[src/rtl/fir_coeff_pkg.sv]
// Shared definitions for the FIR coefficient path: frame header, loader state
// encoding and coefficient-count helpers also used by the filter itself.
package fir_coeff_pkg;

    localparam logic [7:0] HEADER = 8'hA5;

    typedef enum logic [1:0] {
        IDLE  = 2'd0,
        BYTE  = 2'd1,
        WRITE = 2'd2,
        CHK   = 2'd3
    } state_t;

    // Number of stored coefficients for a symmetric filter of order ord.
    function automatic int unsigned nc_of(input int unsigned ord);
        return (ord + 1) / 2;
    endfunction

    function automatic int unsigned addr_w_of(input int unsigned ord);
        int unsigned nc;
        nc = nc_of(ord);
        return (nc > 1) ? $clog2(nc) : 1;
    endfunction

endpackage

[src/rtl/fir_coeff_loader.sv]
// Assembles MSB-first coefficient bytes from a framed valid/ready stream and
// writes them to the filter coefficient port, checking a trailing XOR checksum.
module fir_coeff_loader
    import fir_coeff_pkg::*;
#(
    parameter int unsigned ORD = 256,
    parameter int unsigned C   = 16,
    parameter int unsigned TMO = 1024
) (
    input  logic                       clk,
    input  logic                       nrst,
    input  logic [7:0]                 s_data,
    input  logic                       s_valid,
    output logic                       s_ready,
    output logic                       c_WE,
    output logic [C-1:0]               c_in,
    output logic [addr_w_of(ORD)-1:0]  c_addr,
    output logic                       busy,
    output logic                       done,
    output logic                       err
);

    localparam int unsigned NC    = nc_of(ORD);
    localparam int unsigned AW    = addr_w_of(ORD);
    localparam int unsigned BYTES = C / 8;
    localparam int unsigned BW    = (BYTES > 1) ? $clog2(BYTES) : 1;
    localparam int unsigned TW    = $clog2(TMO + 1);

    state_t        state;
    logic [BW-1:0] byte_cnt;
    logic [AW-1:0] addr_cnt;
    logic [C-1:0]  asm_word;
    logic [7:0]    csum;
    logic [TW-1:0] tmo_cnt;

    logic          accept;
    logic          tmo_hit;
    logic [C-1:0]  asm_next;

    // Only the single write cycle back-pressures the stream.
    assign s_ready  = (state != WRITE);
    assign accept   = s_valid && s_ready;
    // An accepted byte in the expiry cycle wins over the timeout.
    assign tmo_hit  = (state != IDLE) && !accept && (tmo_cnt == TW'(TMO - 1));
    assign asm_next = C'({asm_word, s_data});

    always_ff @(posedge clk or negedge nrst) begin
        if (!nrst) begin
            state    <= IDLE;
            byte_cnt <= '0;
            addr_cnt <= '0;
            asm_word <= '0;
            csum     <= '0;
            tmo_cnt  <= '0;
            c_WE     <= 1'b0;
            c_in     <= '0;
            c_addr   <= '0;
            busy     <= 1'b0;
            done     <= 1'b0;
            err      <= 1'b0;
        end else begin
            c_WE <= 1'b0;
            done <= 1'b0;

            if (state == IDLE || accept || tmo_hit) begin
                tmo_cnt <= '0;
            end else begin
                tmo_cnt <= tmo_cnt + TW'(1);
            end

            if (tmo_hit) begin
                state <= IDLE;
                busy  <= 1'b0;
                err   <= 1'b1;
            end else begin
                case (state)
                    IDLE: begin
                        if (accept && s_data == HEADER) begin
                            err      <= 1'b0;
                            addr_cnt <= '0;
                            byte_cnt <= '0;
                            csum     <= '0;
                            state    <= BYTE;
                            busy     <= 1'b1;
                        end
                    end
                    BYTE: begin
                        if (accept) begin
                            asm_word <= asm_next;
                            csum     <= csum ^ s_data;
                            if (byte_cnt == BW'(BYTES - 1)) begin
                                // Strobe is launched here so it is visible in the WRITE cycle.
                                byte_cnt <= '0;
                                state    <= WRITE;
                                c_WE     <= 1'b1;
                                c_in     <= asm_next;
                                c_addr   <= addr_cnt;
                            end else begin
                                byte_cnt <= byte_cnt + BW'(1);
                            end
                        end
                    end
                    WRITE: begin
                        addr_cnt <= addr_cnt + AW'(1);
                        state    <= (addr_cnt == AW'(NC - 1)) ? CHK : BYTE;
                    end
                    CHK: begin
                        if (accept) begin
                            if (s_data == csum) begin
                                done <= 1'b1;
                            end else begin
                                err <= 1'b1;
                            end
                            state <= IDLE;
                            busy  <= 1'b0;
                        end
                    end
                    default: begin
                        state <= IDLE;
                        busy  <= 1'b0;
                    end
                endcase
            end
        end
    end

endmodule

[config.mk]
export PLATFORM = sky130hd
export DESIGN_NAME = fir_coeff_loader
export DESIGN_NICKNAME = d
export VERILOG_FILES = /design/src/rtl/fir_coeff_pkg.sv /design/src/rtl/fir_coeff_loader.sv
export SDC_FILE = /design/constraint.sdc
export NUM_CORES = 1
export LEC_CHECK = 0
export ABC_AREA = 0
export ABC_CLOCK_PERIOD_IN_PS = 1700
export CAP_MARGIN = 25
export CELL_PAD_IN_SITES_DETAIL_PLACEMENT = 1
export CELL_PAD_IN_SITES_GLOBAL_PLACEMENT = 1
export CORE_MARGIN = 8
export CORE_UTILIZATION = 39
export DETAILED_ROUTE_END_ITERATION = 6
export GPL_TIMING_DRIVEN = 0
export MAX_ROUTING_LAYER = met4
export PLACE_DENSITY_LB_ADDON = 0.15
export RECOVER_POWER = 100
export SLEW_MARGIN = 40
export SYNTH_ARGS = -nofsm -noshare
export SYNTH_HDL_FRONTEND = slang
export SYNTH_SLANG_ARGS = --single-unit
export TNS_END_PERCENT = 20
[constraint.sdc]
create_clock -name clk -period 1.7 [get_ports clk]
set_input_delay 0.255 -clock clk [delete_from_list [all_inputs] [get_ports clk]]
set_output_delay 0.255 -clock clk [all_outputs]
set_load 0.02 [all_outputs]
### Yosys cells after proc, flatten, opt, wreduce, memory -nomap -nowiden

Index checks and enable logic that the tools add are counted.

| cells by class | value |
|---|---|
| add/subtract/negate cells | 3 |
| multipliers | 0 |
| divide/modulo/power cells | 0 |
| order comparisons | 0 |
| equality and inequality tests | 15 |
| shift-type cells | 0 |
| muxes and demuxes | 33 |
| bitwise operators | 2 |
| reductions and logical operators | 19 |

Operator list:

| kind | count |
|---|---|
| two-way mux 1 bit | 17 |
| two-way mux 8 bit | 2 |
| one-hot mux 8 bit (2 select lines) | 1 |
| AND reduction 4 bit | 4 |
| one-hot mux 7 bit (2 select lines) | 1 |
| two-way mux 2 bit | 6 |
| != test 3 bit (second input constant) | 4 |
| adder 11 x 1 -> 11 bit (second input constant) | 1 |
| == test 11 x 10 -> 1 bit (second input constant) | 1 |
| two-way mux 11 bit | 1 |
| AND reduction 3 bit | 3 |
| == test 8 bit | 1 |
| == test 8 bit (second input constant) | 1 |
| one-hot mux 2 bit (4 select lines) | 1 |
| bitwise XOR 8 bit | 1 |
| adder 7 x 1 -> 7 bit (second input constant) | 1 |
| == test 7 bit (second input constant) | 1 |
| two-way mux 7 bit | 1 |
| one-hot mux 1 bit (2 select lines) | 3 |
| nonzero test 2 bit | 3 |
| == test 2 bit (second input constant) | 2 |
| logical AND 1 bit | 4 |
| != test 2 bit (second input constant) | 2 |
| != test 3 x 2 -> 1 bit (second input constant) | 1 |
| other kinds (8) | 9 |

| storage, ports and cells | value |
|---|---|
| bits in registers | 64 |
| latch bits | 0 |
| bits in writable memories | 0 |
| bits in read-only memories | 0 |
| input bits | 11 |
| output and inout port bits | 28 |
| word-level logic and storage cells | 84 |
| memories | 0 |

### Depth between registers and ports, before layout

Gate-level depths: netlist of run 1.

| depth | value |
|---|---|
| depth after elaboration | 7 |
| gate-level depth with buffers | 7 |
| gate-level depth less buffers | 5 |

### Worst setup path before layout of run 1

Ideal clock, no wire load.

| timing | value |
|---|---|
| path type | register -> register |
| start point | register tmo_cnt[0] |
| end point | register addr_cnt[1] |
| setup time | 0.126 ns |
| data arrival time | 1.480 ns |
| data required time | 1.574 ns |
| path slack | 0.094 ns |
| cell stages (with the launch flop) | 6 |
| path buffers | 0 |
| clock period less this slack | 1.606 ns |
| path through | dfrtp_1 ha_1 nand4_4 nor3_4 nor2_2 a221o_1 |

| on the way | value |
|---|---|
| word-level cells in the longest chain between the ends | 4 |

RTL lines:

| element | RTL line | source |
|---|---|---|
| start: declaration | fir_coeff_loader.sv:34 | `logic [TW-1:0] tmo_cnt;` |
| start signal: assignment | fir_coeff_loader.sv:68 | `tmo_cnt <= tmo_cnt + TW'(1);` |
| == test 11 x 10 -> 1 bit | fir_coeff_loader.sv:44 | `assign tmo_hit = (state != IDLE) && !accept && (tmo_cnt == TW'(TMO - 1));` |
| logical AND 1 bit | fir_coeff_loader.sv:44 |  |
| inverter 1 bit (no line) | n/a |  |
| AND reduction 3 bit (no line) | n/a |  |
| end signal: assignment | fir_coeff_loader.sv:104 | `addr_cnt <= addr_cnt + AW'(1);` |
| end: declaration | fir_coeff_loader.sv:31 | `logic [AW-1:0] addr_cnt;` |

Every way passes these cells.
A chain may end at the register's enable or synchronous reset.

### Worst setup path in the final report of run 1

| timing | value |
|---|---|
| start point | register tmo_cnt[0] |
| end point | register state[1] |

| on the way | value |
|---|---|
| word-level cells in the longest chain between the ends | 4 |
| elaborated cells between the ends (all ways) | 8 |
| those cells by class | 5 x eq/ne; 1 x mux; 2 x reduce/logical |

RTL lines:

| element | RTL line | source |
|---|---|---|
| == test 11 x 10 -> 1 bit * | fir_coeff_loader.sv:44 |  |
| logical AND 1 bit * | fir_coeff_loader.sv:44 |  |
| != test 3 bit (no line) or != test 3 x 2 -> 1 bit (tied branches) | n/a |  |
| AND reduction 4 bit (no line) | n/a |  |
| end signal: assignment | fir_coeff_loader.sv:105 | `state <= (addr_cnt == AW'(NC - 1)) ? CHK : BYTE;` |
| end: declaration | fir_coeff_loader.sv:29 | `state_t state;` |

Mark *: on every way between the ends. The rest lies on a longest branch, timed or not.

==> results.toml, run 1 <==
[status]
status = "complete, no violations"

[drt]
route.vias.total = 2145
wl_per_cell_um = 16.5
drt_wl_total_um = 6920
drtPass1Iterations = 4
drtIter0Drc = 31
route.detailed.drc = 0
antenna_left = 0
vias_per_cell = 5.11

[floorplan]
start_util_pct = 40.3
die_w_um = 103
coreArea_um2 = 7250
die_area_um2 = 10500
rows = 31
io_pins = 39
die_h_um = 103

[synthesis]
synth_top_area_cell = "dfrtp_1"
ys.flop_type = "dfrtp_1"
ys_ff_latch = 64
synth_top_area_share_pct = 54.8
syn_area_per_cell_um2 = 11.1
synthCells = 262
synth_edf_count = 0
syn_area_um2 = 2920
ys_seq_area_share_pct = 54.8
synth_cell_type_count = 48
synthTopCellsByArea = "dfrtp_1, mux2_1, nand2_1"
yosysWarnings = 0
synthesis.nets = 275
async_flop_share_pct = 100

[finish]
fin_nets = 330
syn_to_final_growth_pct = 26.0
seq_area_um2 = 1600
fillers = 815
layout-drive-gt1-share_pct = 14.3
diodes = 0
multi_input_area_um2 = 1260

[timing]
finalSetupViolCount = 0
max_freq_ghz = 0.603
hold_slack_ns = 0.402
relSlewSlack_pct = 59.2
finalHoldViolCount = 0
rsz0062_at_grt = "yes"
setup_slack_ns = 0.0412
skew_ns = 0.00520
slew_violations = 0
setup_tns_ns = 0
post-route-period-util_pct = 97.6
fin_crit_ns = 1.66
worst_slew_pin_slew_ns = 0.612

[clocking]
cts_tree = "done"
cts_root_buf = "clkbuf_8"
clock_sinks = 64
clk_latency_ns = 0.33
cts_buffer_depth = 2
path_clk_slew_ns = 0.07
cts_buffers = 9
htreeDepth = 3

[power]
seqPwrFrac_pct = 45.0
p_sw_share_pct = 33.0
comb_power_share_pct = 31.0
p_int_uw = 3530
p_sw_uw = 1740
total_power_uw = 5270
clockPowerShare_pct = 24.0
ir_drop_v = 0.000608
powerDensity_nw_per_um2 = 1430
leakage_uw = 0.00163

[setup_path]
path_cells = "ha_4 > nand4_4 > nor3_2 > buf_6 > nor3b_1 > a311o_1"
worstSetupPathType = "register to register"
crit_arrival_ns = 1.88
timing.rr.start = "tmo_cnt[0]"
startpoint_type = "register"
crit_slowest_cell = "dfrtp_1"
r2r_end = "state[1]"
path_delay_family = "simple AND/OR/NAND/NOR gates"
cp_max_fo = 5
r2r_slack_ns = 0.04
worstPathRequired_ns = 1.92
cpPeakStageDelay_ns = 0.42
rr_worst_depth = 6
critPathBufInv = 1
worst_setup_path_end_kind = "register"

[grt]
grt_max_degree = 42
grt_util_all_layers_pct = 14.6
grt.overflow.total = 0
grt_pass1_wl_um = 11600
grt_util_met2_pct = 23.1
grt_pass1_vias = 2338
grtUsageMet1_pct = 18.0
antenna_found_initial = 0
grt.busiest_layer = "met2"
met3_usage_pct = 2.97

[placement]
port-buffer-count = 38
preCtsSetupSlack_ns = -0.439
post-dp-hpwl_um = 5030
gp_congestion = 0.763

[worst_hold_path]
whs_path_depth = 3
worstHoldStart = "s_data[5]"
min_path_type = "input pin to register"
min_to = "asm_word[5]"

[job]
max-cap-violations = 0
worst max path at each step:
stage | start | to | slack (ns) | cells past startpoint
3_3_place_gp | nrst | c_in[4] | -1.86 | 1
3_5_place_dp | s_data[1] | csum[4] | -0.44 | 5
4_1_cts | state[0] | csum[4] | -0.002 | 5
2_1_floorplan | tmo_cnt[0] | addr_cnt[1] | 0.09 | 5
5_1_grt | s_data[6] | addr_cnt[2] | -0.07 | 5
6_report | tmo_cnt[0] | state[1] | 0.04 | 6
flip-flops by register name (all words and copies together), names as in the netlist:
| register | flops |
|---|---|
| tmo_cnt | 11 |
| addr_cnt | 7 |
| c_addr | 7 |
| c_WE | 1 |
| c_in | 16 |
| state | 2 |
| busy | 1 |
| byte_cnt | 1 |
| asm_word | 8 |
| err | 1 |
| csum | 8 |
| done | 1 |
tightest hold or removal path, cell delays in order:
cell and delay (ns):
dlygate4sd2_1 0.31, nand2_1 0.09, nand2_1 0.05
power by group through the flow:
stage                     clock network [uW]  logic [uW]  registers, uW
after detailed placement                   0        1740           2410
after floorplan                            0         668           2650
after global placement                     0        1660           2370
after global routing                    1370        1800           2450
final                                   1270        1630           2370
after CTS                               1300        1740           2390
cell type report:
| cell class | count | share of cell area (%) |
|---|---|---|
| multi-input cells | 182 | 34.2 |
| plain buffers | 9 | 1.70 |
| flip-flops and latches | 64 | 43.5 |
| inverters | 7 | 0.714 |
| clock buffers | 11 | 3.84 |
| repair buffers | 44 | 11.4 |
| clock inverters | 4 | 1.22 |
| well taps | 99 | 3.37 |
layer usage:
metal	part of all wire, %	routed length (um)
met1	47	3240
met2	48	3360
met3	3.4	234
met4	1.3	91
met5	0	0
synth_stat cells (all sizes together) (2+ instances only):
master / instances
dfrtp: 64
nand2: 35
mux2: 24
a21oi: 20
nor2: 15
xnor2: 13
o21ai: 12
nand3: 10
inv: 7
o21a: 7
buf: 5
nor3: 5
or3: 5
clkbuf: 4
nand4: 4
and2: 3
xor2: 3
a22oi: 2
ha: 2
nor3b: 2
nor4: 2
o22a: 2
kinds of logic (layout without fill, tap and decap cells):
group                      after synthesis  in the layout  synth area share, %
and+or+nand+nor                         90             90                 16.4
muxes                                   25             25                 9.60
AOI/OAI and AO/OA                       49             49                 10.8
buffers and inverters                   16             75                 2.78
DFF                                     64             64                 54.8
xor gates and xnor gates                16             16                 4.80
adders and majority gates                2              2                0.857
metrics by stage:
step,area (um2),instances,utilization (%)
2_1_floorplan,2920,262,-
3_3_place_gp,3420,399,47.2
3_5_place_dp,3440,400,47.5
4_1_cts,3650,417,50.3
5_1_grt,3680,420,50.7
6_report,3680,420,50.7
placed cells by master (no fill, tap or decap), types with 2 or more instances in the layout:
cell	netlist	final
o21ai_0	7	7
mux2_1	20	19
nand3_1	10	9
o22a_1	2	2
clkbuf_2	0	6
dfrtp_1	64	64
nor4_1	2	2
clkbuf_1	4	2
buf_4	1	4
clkbuf_8	0	10
buf_6	2	4
xor2_1	3	3
nand2_1	34	32
a21oi_1	20	20
and2_1	3	3
or3_1	5	4
clkinv_2	0	3
nand2_2	0	2
a22oi_1	2	2
o21a_1	7	7
o21ai_1	5	5
nor2_1	14	14
xnor2_1	13	13
inv_1	6	6
mux2_2	4	5
dlygate4sd2_1	0	2
dlygate4sd3_1	0	23
nor3_1	4	4
clkdlybuf4s50_1	0	12
nand4_1	3	3
what timing repair did:
action | 4_1_cts | 5_1_grt
setup endpoints to repair | 25 | 24
hold buffers | 1 | 0
resized for setup | 10 | 11
cloned | 0 | 0
pin swaps | 4 | 3
hold endpoints to repair | 23 | 0
setup buffers | 1 | 3
Note: power is estimated with default switching activity, not from simulation.
==> run 2, diff against run 1 <==
- CORE_MARGIN: 8 -> not set
==> run 2 against run 1 <==
Effect of this change: the run now ends with DRC left; wire length down 6.8%; design area is 0.41% higher; power shrank 2.5%; combinational power barely moved; cell count increased by 0.24%; critical path type is now input pin to register; largest power group unchanged; highest routed layer unchanged.
==> results.toml, run 2 (same netlist as run 1, synthesis figures left out) <==
[clocking]
cts_buffer_depth = 2
path_clk_slew_ns = 0.07
clk_latency_ns = 0.33
cts_buffers = 9
htreeDepth = 3
cts_root_buf = "clkbuf_8"
cts_tree = "done"
clock_sinks = 64

[placement]
post-dp-hpwl_um = 4630
port-buffer-count = 38
preCtsSetupSlack_ns = -0.458
dpl_cell_area_um2 = 3440
gp_congestion = 0.707

[setup_path]
cpPeakStageDelay_ns = 0.55
crit_slowest_cell = "clkdlybuf4s50_1"
worst_setup_path_end_kind = "register"
cp_max_fo = 6
worstPathRequired_ns = 1.92
path_cells = "clkdlybuf4s50_1 > nor3b_4 > nand3_1 > mux2_1 > a221o_1"
crit_arrival_ns = 1.88
startpoint_type = "input pin"
worstSetupPathType = "input pin to register"

[timing]
relSlewSlack_pct = 54.9
rsz0062_at_grt = "no"
skew_ns = 0.00752
post-route-period-util_pct = 97.2
finalHoldViolCount = 0
slew_violations = 0
setup_slack_ns = 0.0475
hold_slack_ns = 0.284
finalSetupViolCount = 0
worst_slew_pin_slew_ns = 0.677
max_freq_ghz = 0.605
fin_crit_ns = 1.65

[drt]
met3_length_um = 138
route.detailed.drc = 2
vias_per_cell = 5.04
top_layer = "met4"
met1_length_um = 3220
drt_wl_total_um = 6450
wl_per_cell_um = 15.3
antenna_left = 0
wl_met2_um = 2970
drtIter0Drc = 76
drtPass1Iterations = 6
route.vias.total = 2123

[power]
leakage_uw = 0.00169
powerDensity_nw_per_um2 = 1390
ir_drop_v = 0.000670

[finish]
syn_to_final_growth_pct = 26.5
max_flop_register = "c_in"
stdcell_area_um2 = 3690
layout-drive-gt1-share_pct = 13.7
largest_register_ffs = 16
reg_top3 = "c_in x16, tmo_cnt x11"
fin_nets = 331
diodes = 0
mostFrequentLayoutCell = "dfrtp_1"
final_cell_mix = "dfrtp_1, nand2_1, dlygate4sd3_1, a21oi_1, mux2_1"

[status]
status = "finished, violations left"
violations = "DRC"

[grt]
grt_pass1_vias = 2124
grt_max_degree = 41
grt_util_all_layers_pct = 18.9
grt_pass1_wl_um = 10600
grt.overflow.total = 0
antenna_found_initial = 0

[worst_hold_path]
min_path_type = "input pin to register"

[floorplan]
rows = 31
die_w_um = 88.5
io_pins = 39
die_h_um = 88.5
start_util_pct = 40.3
coreArea_um2 = 7250
die_area_um2 = 7840

[job]
max-cap-violations = 0
run 2: repair_timing:
| item | in CTS | in global routing |
|---|---|---|
| resized for setup | 12 | 14 |
| hold endpoints to repair | 24 | 0 |
| buffers inserted | 1 | 4 |
| hold buffers | 1 | 0 |
| endpoints found under the setup margin | 24 | 42 |
| pin swaps | 1 | 3 |
run 2: area by class of cell:
type	count	area (um2)
Buffer	9	65.1
Clock buffer	12	155
Clock inverter	3	17.5
Fill cell	808	3560
Inverter	7	26.3
Multi-Input combinational cell	182	1260
Sequential cell	64	1600
Tap cell	99	124
Timing Repair Buffer	45	439
run 2: worst paths after layout:
| kind | from | to | slack (ns) | cells past startpoint |
|---|---|---|---|---|
| worst max-delay path | s_data[4] | addr_cnt[1] | 0.05 | 5 |
| worst min-delay path | s_data[3] | asm_word[3] | 0.28 | 3 |
| worst max register to register | state[0] | csum[6] | 0.05 | 6 |
| worst min register to register | asm_word[6] | asm_word[6] | 0.47 | 2 |
| max in group asynchronous | nrst | asm_word[2] | 0.57 | 3 |
| min in group asynchronous | nrst | c_addr[0] | 0.49 | 2 |
run 2: metrics by stage:
step	util, %	cells	setup TNS, ns	power [uW]
after detailed placement	47.5	400	-12.65	4100
after floorplan	-	262	0	3320
after global placement	47.2	399	-129.53	4010
final	50.9	421	0	5130
after CTS	50.3	417	0	5280
after global routing	50.9	421	0	5510
run 2: layer usage:
metal,vias to the layer above,track usage [%]
met5,-,-
met4,0,8.36
met3,10,3.64
met2,30,27.8
met1,1053,25.5
li1,1030,-
run 2: critical path, delay by kind of cell:
family                 cells  cell delay [ns]
and+or+nand+nor            2             0.41
AOI/OAI and AO/OA          1             0.30
buffers and inverters      1             0.55
muxes                      1             0.36
run 2: where the power goes:
group / switching, uW / total (uW) / internal, uW
Sequential: 335 / 2360 / 2030
Clock: 561 / 1160 / 596
Combinational: 809 / 1610 / 805
Total: 1710 / 5130 / 3430
